==> config.mk <==
export PLATFORM = sky130hd
export DESIGN_NAME = op_dmem
export DESIGN_NICKNAME = d
export VERILOG_FILES = /design/src/rtl/bxu_pkg.sv /design/src/rtl/op_dmem_timer.sv /design/src/rtl/op_dmem.sv
export SDC_FILE = /design/constraint.sdc
export NUM_CORES = 1
export LEC_CHECK = 0
export ABC_AREA = 1
export CORE_ASPECT_RATIO = 0.7
export CORE_MARGIN = 1
export CORE_UTILIZATION = 30
export CTS_CLUSTER_DIAMETER = 150
export DETAILED_ROUTE_END_ITERATION = 6
export HOLD_SLACK_MARGIN = 0.12
export MAX_ROUTING_LAYER = met4
export PLACE_DENSITY_LB_ADDON = 0.15
export SLEW_MARGIN = 0
export SYNTH_ARGS = -nofsm -noshare
export SYNTH_HDL_FRONTEND = slang
export SYNTH_HIERARCHICAL = 1
export SYNTH_SLANG_ARGS = --single-unit
export TNS_END_PERCENT = 1
==> constraint.sdc <==
create_clock -name clk -period 3.65 [get_ports clk]
set_clock_uncertainty 0.05 [all_clocks]
set_input_delay 0.73 -clock clk [delete_from_list [all_inputs] [get_ports clk]]
set_output_delay 0.73 -clock clk [all_outputs]
set_load 0.02 [all_outputs]
==> src/rtl/bxu_pkg.sv <==
// Shared BXU definitions.
// Holds the data-memory command encodings, the data-address register
// command encodings and the data-memory stage state enumeration, so the
// decoder, the address stage and the memory stage all use one definition.
package bxu_pkg;

  // Data-memory commands driven by the decoder on flag_op_dmem.
  // 2'h3 is unassigned and behaves as NOP.
  localparam logic [1:0] DMEM_NOP = 2'h0;
  localparam logic [1:0] DMEM_LD  = 2'h1;
  localparam logic [1:0] DMEM_ST  = 2'h2;

  // Data-address register commands.
  localparam logic [1:0] DADDR_NOP   = 2'h0;
  localparam logic [1:0] DADDR_LD_LO = 2'h1;
  localparam logic [1:0] DADDR_LD_HI = 2'h2;
  localparam logic [1:0] DADDR_INC   = 2'h3;

  // Data-memory stage states.
  typedef enum logic [1:0] {
    DMEM_IDLE = 2'd0,
    DMEM_REQ  = 2'd1,
    DMEM_DONE = 2'd2
  } dmem_state_t;

  // True for commands that start a memory access.
  function automatic logic dmem_is_access(input logic [1:0] cmd);
    return (cmd == DMEM_LD) || (cmd == DMEM_ST);
  endfunction

endpackage

==> src/rtl/op_dmem_timer.sv <==
// Access timeout counter for op_dmem.
// Ports:
//   clk     - rising-edge clock
//   rst     - asynchronous active-high reset
//   clr     - synchronous clear (held while the access stage is idle)
//   en      - count enable (high while a request is outstanding)
//   expired - high in the last allowed request cycle
// With TIMEOUT_CYCLES = 0 the timeout is disabled and expired is tied low.
module op_dmem_timer #(
  parameter int unsigned TIMEOUT_CYCLES = 16
) (
  input  logic clk,
  input  logic rst,
  input  logic clr,
  input  logic en,
  output logic expired
);

  generate
    if (TIMEOUT_CYCLES == 0) begin : g_off
      logic unused_inputs;
      assign unused_inputs = ^{clk, rst, clr, en};
      assign expired       = 1'b0;
    end else begin : g_on
      localparam int unsigned CW = $clog2(TIMEOUT_CYCLES + 1);
      localparam logic [CW-1:0] TERM = CW'(TIMEOUT_CYCLES - 1);

      logic [CW-1:0] cnt;

      // The request phase leaves at terminal count, so the hold at TERM
      // only guards against wrap and never changes observable behaviour.
      always_ff @(posedge clk or posedge rst) begin
        if (rst) begin
          cnt <= '0;
        end else if (clr) begin
          cnt <= '0;
        end else if (en && (cnt != TERM)) begin
          cnt <= cnt + 1'b1;
        end
      end

      assign expired = en && (cnt == TERM);
    end
  endgenerate

endmodule

==> src/rtl/op_dmem.sv <==
// Data-memory access stage of the BXU core.
// Executes one load or store per accepted command over a req/ack memory
// handshake, stalls the core through busy while the access is outstanding,
// and aborts after TIMEOUT_CYCLES request cycles without an ack.
// Ports:
//   clk, rst      - rising-edge clock, asynchronous active-high reset
//   flag_op_dmem  - command (NOP/LD/ST, 2'h3 = NOP), sampled only when idle
//   data_addr     - access address from the data-address register
//   wr_data       - store data
//   data          - last successfully loaded word
//   busy          - access in progress (state not idle)
//   done          - one-cycle pulse when an access completes or aborts
//   err, err_clr  - sticky timeout flag and its clear
//   mem_*         - memory request/ack interface
module op_dmem
  import bxu_pkg::*;
#(
  parameter int unsigned DATA_BITWIDTH  = 8,
  parameter int unsigned ADDR_BITWIDTH  = 16,
  parameter int unsigned TIMEOUT_CYCLES = 16
) (
  input  logic                     clk,
  input  logic                     rst,
  input  logic [1:0]               flag_op_dmem,
  input  logic [ADDR_BITWIDTH-1:0] data_addr,
  input  logic [DATA_BITWIDTH-1:0] wr_data,
  output logic [DATA_BITWIDTH-1:0] data,
  output logic                     busy,
  output logic                     done,
  output logic                     err,
  input  logic                     err_clr,
  output logic                     mem_req,
  output logic                     mem_we,
  output logic [ADDR_BITWIDTH-1:0] mem_addr,
  output logic [DATA_BITWIDTH-1:0] mem_wdata,
  input  logic [DATA_BITWIDTH-1:0] mem_rdata,
  input  logic                     mem_ack
);

  dmem_state_t state, state_nx;
  logic        accept;
  logic        expired;
  logic        timeout;

  assign accept  = (state == DMEM_IDLE) && dmem_is_access(flag_op_dmem);
  // An ack in the terminal cycle completes the access instead of aborting it.
  assign timeout = (state == DMEM_REQ) && expired && !mem_ack;

  op_dmem_timer #(
    .TIMEOUT_CYCLES (TIMEOUT_CYCLES)
  ) u_timer (
    .clk     (clk),
    .rst     (rst),
    .clr     (state == DMEM_IDLE),
    .en      (state == DMEM_REQ),
    .expired (expired)
  );

  always_ff @(posedge clk or posedge rst) begin
    if (rst) begin
      state <= DMEM_IDLE;
    end else begin
      state <= state_nx;
    end
  end

  always_comb begin
    state_nx = state;
    case (state)
      DMEM_IDLE: if (accept) state_nx = DMEM_REQ;
      DMEM_REQ:  if (mem_ack || expired) state_nx = DMEM_DONE;
      DMEM_DONE: state_nx = DMEM_IDLE;
      default:   state_nx = DMEM_IDLE;
    endcase
  end

  // Request fields are captured at accept and stay frozen until the next
  // accept, so they are stable for the whole request phase.
  always_ff @(posedge clk or posedge rst) begin
    if (rst) begin
      mem_addr  <= '0;
      mem_wdata <= '0;
      mem_we    <= 1'b0;
    end else if (accept) begin
      mem_addr  <= data_addr;
      mem_wdata <= wr_data;
      mem_we    <= (flag_op_dmem == DMEM_ST);
    end
  end

  always_ff @(posedge clk or posedge rst) begin
    if (rst) begin
      data <= '0;
    end else if ((state == DMEM_REQ) && mem_ack && !mem_we) begin
      data <= mem_rdata;
    end
  end

  always_ff @(posedge clk or posedge rst) begin
    if (rst) begin
      err <= 1'b0;
    end else if (timeout) begin
      err <= 1'b1;
    end else if (err_clr) begin
      err <= 1'b0;
    end
  end

  assign busy    = (state != DMEM_IDLE);
  assign mem_req = (state == DMEM_REQ);
  assign done    = (state == DMEM_DONE);

endmodule

==> flow_summary_export.csv, run 1 <==
group,metric,value,unit
critical_path,end_kind,"primary output",
yosys,muxShareOfSynthArea,0,
critical_path,critPathMaxFanout,13,
yosys,synthAdderAreaFrac,0.0212,
clocking,postCtsSetupBuffers,0,
critical_path,worstSetupStartpointType,"flop",
grt,grt_pass1_wl,6.94,mm
drt,via_count,1532,
yosys,syn_avg_cell_area,8.77,um2
layout,final_util,0.473,
yosys,synth_top_area_share,0.579,
drt,detail-route-antenna-nets,0,
critical_path,cp.required,2870,ps
grt,grt_max_degree,30,
critical_path,r2r_start,"u_timer/g_on.cnt[0]$_DFFE_PP0P_",
layout,multi_input_area,634,um2
yosys,synth.distinct_cells,20,
yosys,yosys_warnings,6,
yosys,seq_area_frac_synth,0.579,
yosys,synth_edf_count,0,
outcome,status,"finished, final reports clean",
layout,final_cells,356,
yosys,synthArstFlopShare,1.00,
drt,first_pass_iters,5,
power_and_ir_drop,finalPower,2.23,mW
yosys,synth_top_cells_by_area,"dfrtp_1, nand2_1, nand3_1",
layout,final-seq-area,1030,um2
yosys,synth_compound_area_frac,0.0177,
floorplan,initial_utilization,0.311,
floorplan,num_rows,23,
worst_hold_path,hold_path_class,"flop to flop",
timing,hold_violations,0,
layout,nets,321,
yosys,synthFlopType,"dfrtp_1",
yosys,synth_fp_nets,243,
floorplan,dieArea,6220,um2
critical_path,rr_worst_depth,10,
critical_path,path_cells,"inv_1, nor2_4, clkdlybuf4s50_1",
yosys,synth-simple-area-share,0.319,
place,port_buffers,74,
yosys,synth_most_common_cell,"nand2_1",
power_and_ir_drop,powerDensity,826,nW/um2
critical_path,r2r_end,"u_timer/g_on.cnt[3]$_DFFE_PP0P_",
timing,tns,0,ps
grt,grt.total_usage,0.153,
worst_hold_path,min_to,"data[3]$_DFFE_PP0P_",
grt,grt_pass1_vias,1402,
layout,drive_above_1_share,0.0641,
worst_hold_path,worstHoldStart,"data[3]$_DFFE_PP0P_",
place,placed_cell_area,2580,um2
place,dp_slack,1250,ps
critical_path,critPathKind,"flop to primary output",
critical_path,crit_arrival,1780,ps
drt,drc_errors,0,
timing,drv_slew,0,
place,dp_hpwl,3.08,mm
clocking,clock_sinks,41,
run,drv_cap,0,
yosys,synth_common_cells,"nand2_1, dfrtp_1, nand3_1",
clocking,clockRootBuffer,"clkbuf_8",
clocking,htreeDepth,2,
worst_hold_path,hold_path_depth,2,
clocking,path_clk_slew,80,ps
place,dp_cells,348,
layout,stdcell_area,2700,um2
timing,holdWs,422,ps
floorplan,die_h,66.3,um
floorplan,die_x,93.9,um
clocking,cts_buffers,5,
critical_path,slowest_delay,670,ps
yosys,synth_cells,202,
layout,antenna_cells,0,
timing,max_slew_margin,0.684,
clocking,cts_buffer_depth,2,
timing,finalWorstSetupSlack,1090,ps
timing,period_share,0.702,
yosys,synth_xor_area_frac,0,
timing,fin_crit,2560,ps
timing,finalSetupViolCount,0,
power_and_ir_drop,peakVddDrop,0.384,mV
yosys,ys_ff_latch,41,
clocking,cts.hold.buffers_added,0,
place,gp_congestion,0.798,
yosys,yosysTopAreaCell,"dfrtp_1",
layout,area_delta_synth_final,52.3,%
critical_path,rrSetupSlack,2040,ps
timing,rsz0062_at_grt,"no",
timing,fmax,390,MHz
layout,num-fill-cells,567,
drt,post_drt_wl_per_cell,12.1,um
drt,viasPerCell,4.30,
floorplan,boundaryPins,75,
floorplan,core-area,5700,um2
drt,wl,4.29,mm
yosys,syn-cell-area,1770,um2
clocking,cts_resized,0,
critical_path,startpoint,"state[0]$_DFFE_PP0P_",
grt,grt_overflow,0,
yosys,synth_top_family_by_area,"simple AND/OR/NAND/NOR gates",
clocking,clk_latency,290,ps
critical_path,slowest_stage,"clkdlybuf4s50_1",
power_and_ir_drop,p_leak,1.31,nW
drt,drt_iter0_markers,75,
clocking,cts_tree,"done",
timing,tightestPinTransition,474,ps
grt,antenna_found_initial,0,
-- area by class of cell --
type,instances,share of cell area
Multi-Input combinational cell,138,0.235
Tap cell,75,0.0348
Sequential cell,41,0.380
Timing Repair Buffer,77,0.283
Clock inverter,1,0.0111
Clock buffer,7,0.0320
Inverter,17,0.0237
-- cells in the final DEF (no fill, tap or decap), drive strengths merged --
cell type      Yosys  final
a21oi              2      2
buf                6      3
bufinv             0      1
clkbuf             0      7
clkdlybuf4s50      0     74
clkinv             1      1
dfrtp             41     41
ha                 3      3
inv               16     16
nand2             81     81
nand3             34     34
nor2              13     13
nor3               1      1
o21ai              3      3
o22ai              1      1
-- worst max path at each step --
stage | endpoint | slack [ps] | cells past startpoint
2_1_floorplan | state[0]$_DFFE_PP0P_ | 1940 | 6
3_3_place_gp | state[0]$_DFFE_PP0P_ | 1280 | 6
3_5_place_dp | state[0]$_DFFE_PP0P_ | 1250 | 6
4_1_cts | mem_req | 1080 | 3
5_1_grt | mem_req | 970 | 3
6_report | mem_req | 1090 | 3
-- per-layer routing --
layer  global-route usage  routed length (um)
met1                0.227                2210
met2                0.181                1620
met3               0.0563                 414
met4               0.0596                  48
met5                    -                   0
-- state kept, by name, indices dropped and copies added (netlist names) --
name / cells
data: 8
err: 1
mem_addr: 16
mem_wdata: 8
mem_we: 1
state: 2
u_timer/g_on.cnt: 5
-- worst max-delay path: cells and delay by family, from the launching register on --
kind / cells / cell delay (ps)
flops: 1 / 430
buf+inv: 2 / 760
simple gates: 1 / 290
-- power breakdown --
part	switching [mW]	internal, mW
sequential	0.119	0.647
combinational	0.609	0.480
clock	0.151	0.223
total	0.879	1.35
-- kinds of logic (layout without fill, tap and decap cells) --
logic type	after synthesis	count (layout)
and+or+nand+nor	129	129
DFF	41	41
buffers and inverters	23	102
AOI/OAI and AO/OA	6	6
adders and majority gates	3	3
No activity file was read; power rests on OpenSTA's default activity.
==> run 2: changes to the inputs <==
==> constraint.sdc (replaced) <==
create_clock -name clk -period 2.4 [get_ports clk]
set_clock_uncertainty 0.05 [all_clocks]
set_input_delay 0.48 -clock clk [delete_from_list [all_inputs] [get_ports clk]]
set_output_delay 0.48 -clock clk [all_outputs]
set_load 0.02 [all_outputs]
==> run 2 against run 1 <==
  * Critical path depth did not move
  * Global-route usage rose by 0.98 points
  * First-iteration DRC count fell by 9.3%
  * Non-clock buffer count rose by 2
  * Clock power rose by 30%
  * Cell count rose by 0.56%
  * Design area rose by 0.46%
  * Combinational power rose by 54%
==> flow_summary_export.csv, run 2 (synthesized netlist as in run 1, its figures left out) <==
group,metric,value,unit
outcome,status,"finished, final reports clean",
drt,via_count,1546,
floorplan,boundaryPins,75,
clocking,cts_buffers,5,
worst_hold_path,hold_path_depth,2,
clocking,cts.hold.buffers_added,0,
floorplan,num_rows,23,
layout,nets,323,
clocking,cts_buffer_depth,2,
grt,grt_max_degree,28,
run,drv_cap,0,
grt,grt_pass1_wl,7.48,mm
critical_path,critPathKind,"flop to primary output",
layout,antenna_cells,0,
floorplan,initial_utilization,0.311,
place,dp_cells,350,
critical_path,r2r_end,"u_timer/g_on.cnt[3]$_DFFE_PP0P_",
critical_path,end_kind,"primary output",
power_and_ir_drop,p_leak,1.32,nW
layout,reg_top3,"mem_addr x16, data x8, mem_wdata x8",
timing,holdWs,425,ps
critical_path,cp.required,1870,ps
grt,antenna_found_initial,0,
layout,top_register,"mem_addr",
clocking,clock_sinks,41,
floorplan,die_h,66.3,um
drt,viasPerCell,4.32,
timing,hold_violations,0,
timing,drv_slew,0,
drt,drt_iter0_markers,68,
floorplan,dieArea,6220,um2
timing,fmax,484,MHz
timing,tns,0,ps
clocking,path_clk_slew,80,ps
grt,grt.total_usage,0.163,
timing,period_share,0.861,
clocking,cts_tree,"done",
drt,wl,4.42,mm
worst_hold_path,hold_path_class,"flop to flop",
layout,final_common_cell,"nand2_1",
layout,layout_common_cells,"nand2_1, clkdlybuf4s50_1, dfrtp_1, nand3_1, inv_1",
layout,largest_reg_flops,16,
place,port_buffers,74,
clocking,htreeDepth,2,
grt,grt_overflow,0,
clocking,clockRootBuffer,"clkbuf_8",
critical_path,worstSetupStartpointType,"flop",
clocking,cts_resized,0,
drt,detail-route-antenna-nets,0,
layout,drive_above_1_share,0.0742,
timing,max_slew_margin,0.640,
floorplan,core-area,5700,um2
worst_hold_path,min_to,"data[0]$_DFFE_PP0P_",
place,gp_congestion,0.766,
power_and_ir_drop,peakVddDrop,0.495,mV
critical_path,crit_arrival,1540,ps
place,dp_hpwl,3.24,mm
timing,rsz0062_at_grt,"no",
drt,post_drt_wl_per_cell,12.3,um
timing,tightestPinTransition,539,ps
floorplan,die_x,93.9,um
drt,first_pass_iters,5,
layout,num-fill-cells,556,
critical_path,critPathMaxFanout,3,
layout,area_delta_synth_final,53.0,%
layout,final_cells,358,
critical_path,rr_worst_depth,10,
power_and_ir_drop,powerDensity,1230,nW/um2
timing,finalSetupViolCount,0,
critical_path,rrSetupSlack,830,ps
worst_hold_path,worstHoldStart,"data[0]$_DFFE_PP0P_",
clocking,postCtsSetupBuffers,0,
timing,fin_crit,2070,ps
clocking,clk_latency,280,ps
grt,grt_pass1_vias,1599,
critical_path,r2r_start,"u_timer/g_on.cnt[0]$_DFFE_PP0P_",
power_and_ir_drop,finalPower,3.34,mW
drt,drc_errors,0,
==> run 2: cell count changes in the layout (fill, tap and decap cells not counted) <==
cell,before,now
clkbuf_8,6,7
clkbuf_1,1,0
buf_4,3,4
clkinv_2,0,1
buf_12,0,1
bufinv_16,1,0
==> run 2: worst max-delay path by stage <==
stage                    startpoint                    to  slack [ps]  cells past startpoint
6_report       state[1]$_DFFE_PP0P_                  done         330                      3
4_1_cts        state[1]$_DFFE_PP0P_                  done         320                      3
2_1_floorplan       flag_op_dmem[0]  state[0]$_DFFE_PP0P_         940                      6
5_1_grt        state[1]$_DFFE_PP0P_                  done         230                      3
3_5_place_dp        flag_op_dmem[0]  state[0]$_DFFE_PP0P_         390                      6
3_3_place_gp        flag_op_dmem[0]  state[0]$_DFFE_PP0P_         450                      6
==> run 2: final cells by class <==
class	count	area [um2]	area share
sequential	41	1030	0.379
inverter	17	63.8	0.0235
multi-input combinational	138	634	0.234
timing repair buffer	79	791	0.292
clock buffer	7	96.3	0.0355
clock inverter	1	5.00	0.00185
tap	75	93.8	0.0346
==> run 2: metrics by stage <==
| stage | setup slack, ps | cell area, um2 | util |
|---|---|---|---|
| final | 334 | 2710 | 0.476 |
| after global routing | 232 | 2710 | 0.476 |
| after CTS | 318 | 2710 | 0.476 |
| after detailed placement | 392 | 2610 | 0.458 |
| after global placement | 450 | 2610 | 0.458 |
| after floorplan | 937 | 1770 | - |
==> run 2: worst max-delay path: stages, from the launching register on <==
cell             delay, ps
dfrtp_1                450
inv_1                   80
nor2_1                  90
clkdlybuf4s50_1        630
==> run 2: where the power goes <==
group	total (mW)	leakage, nW	internal [mW]	switching [mW]
clock network	0.486	0.0542	0.260	0.226
logic	1.68	0.750	0.745	0.936
registers	1.17	0.516	0.984	0.185
==> run 2: routing by layer <==
layer,up-vias,GRT usage,share of wire
met3,2,0.0713,0.093
met1,700,0.223,0.51
met4,0,0.0327,0.0034
met5,-,-,0
met2,54,0.221,0.39
li1,790,-,-
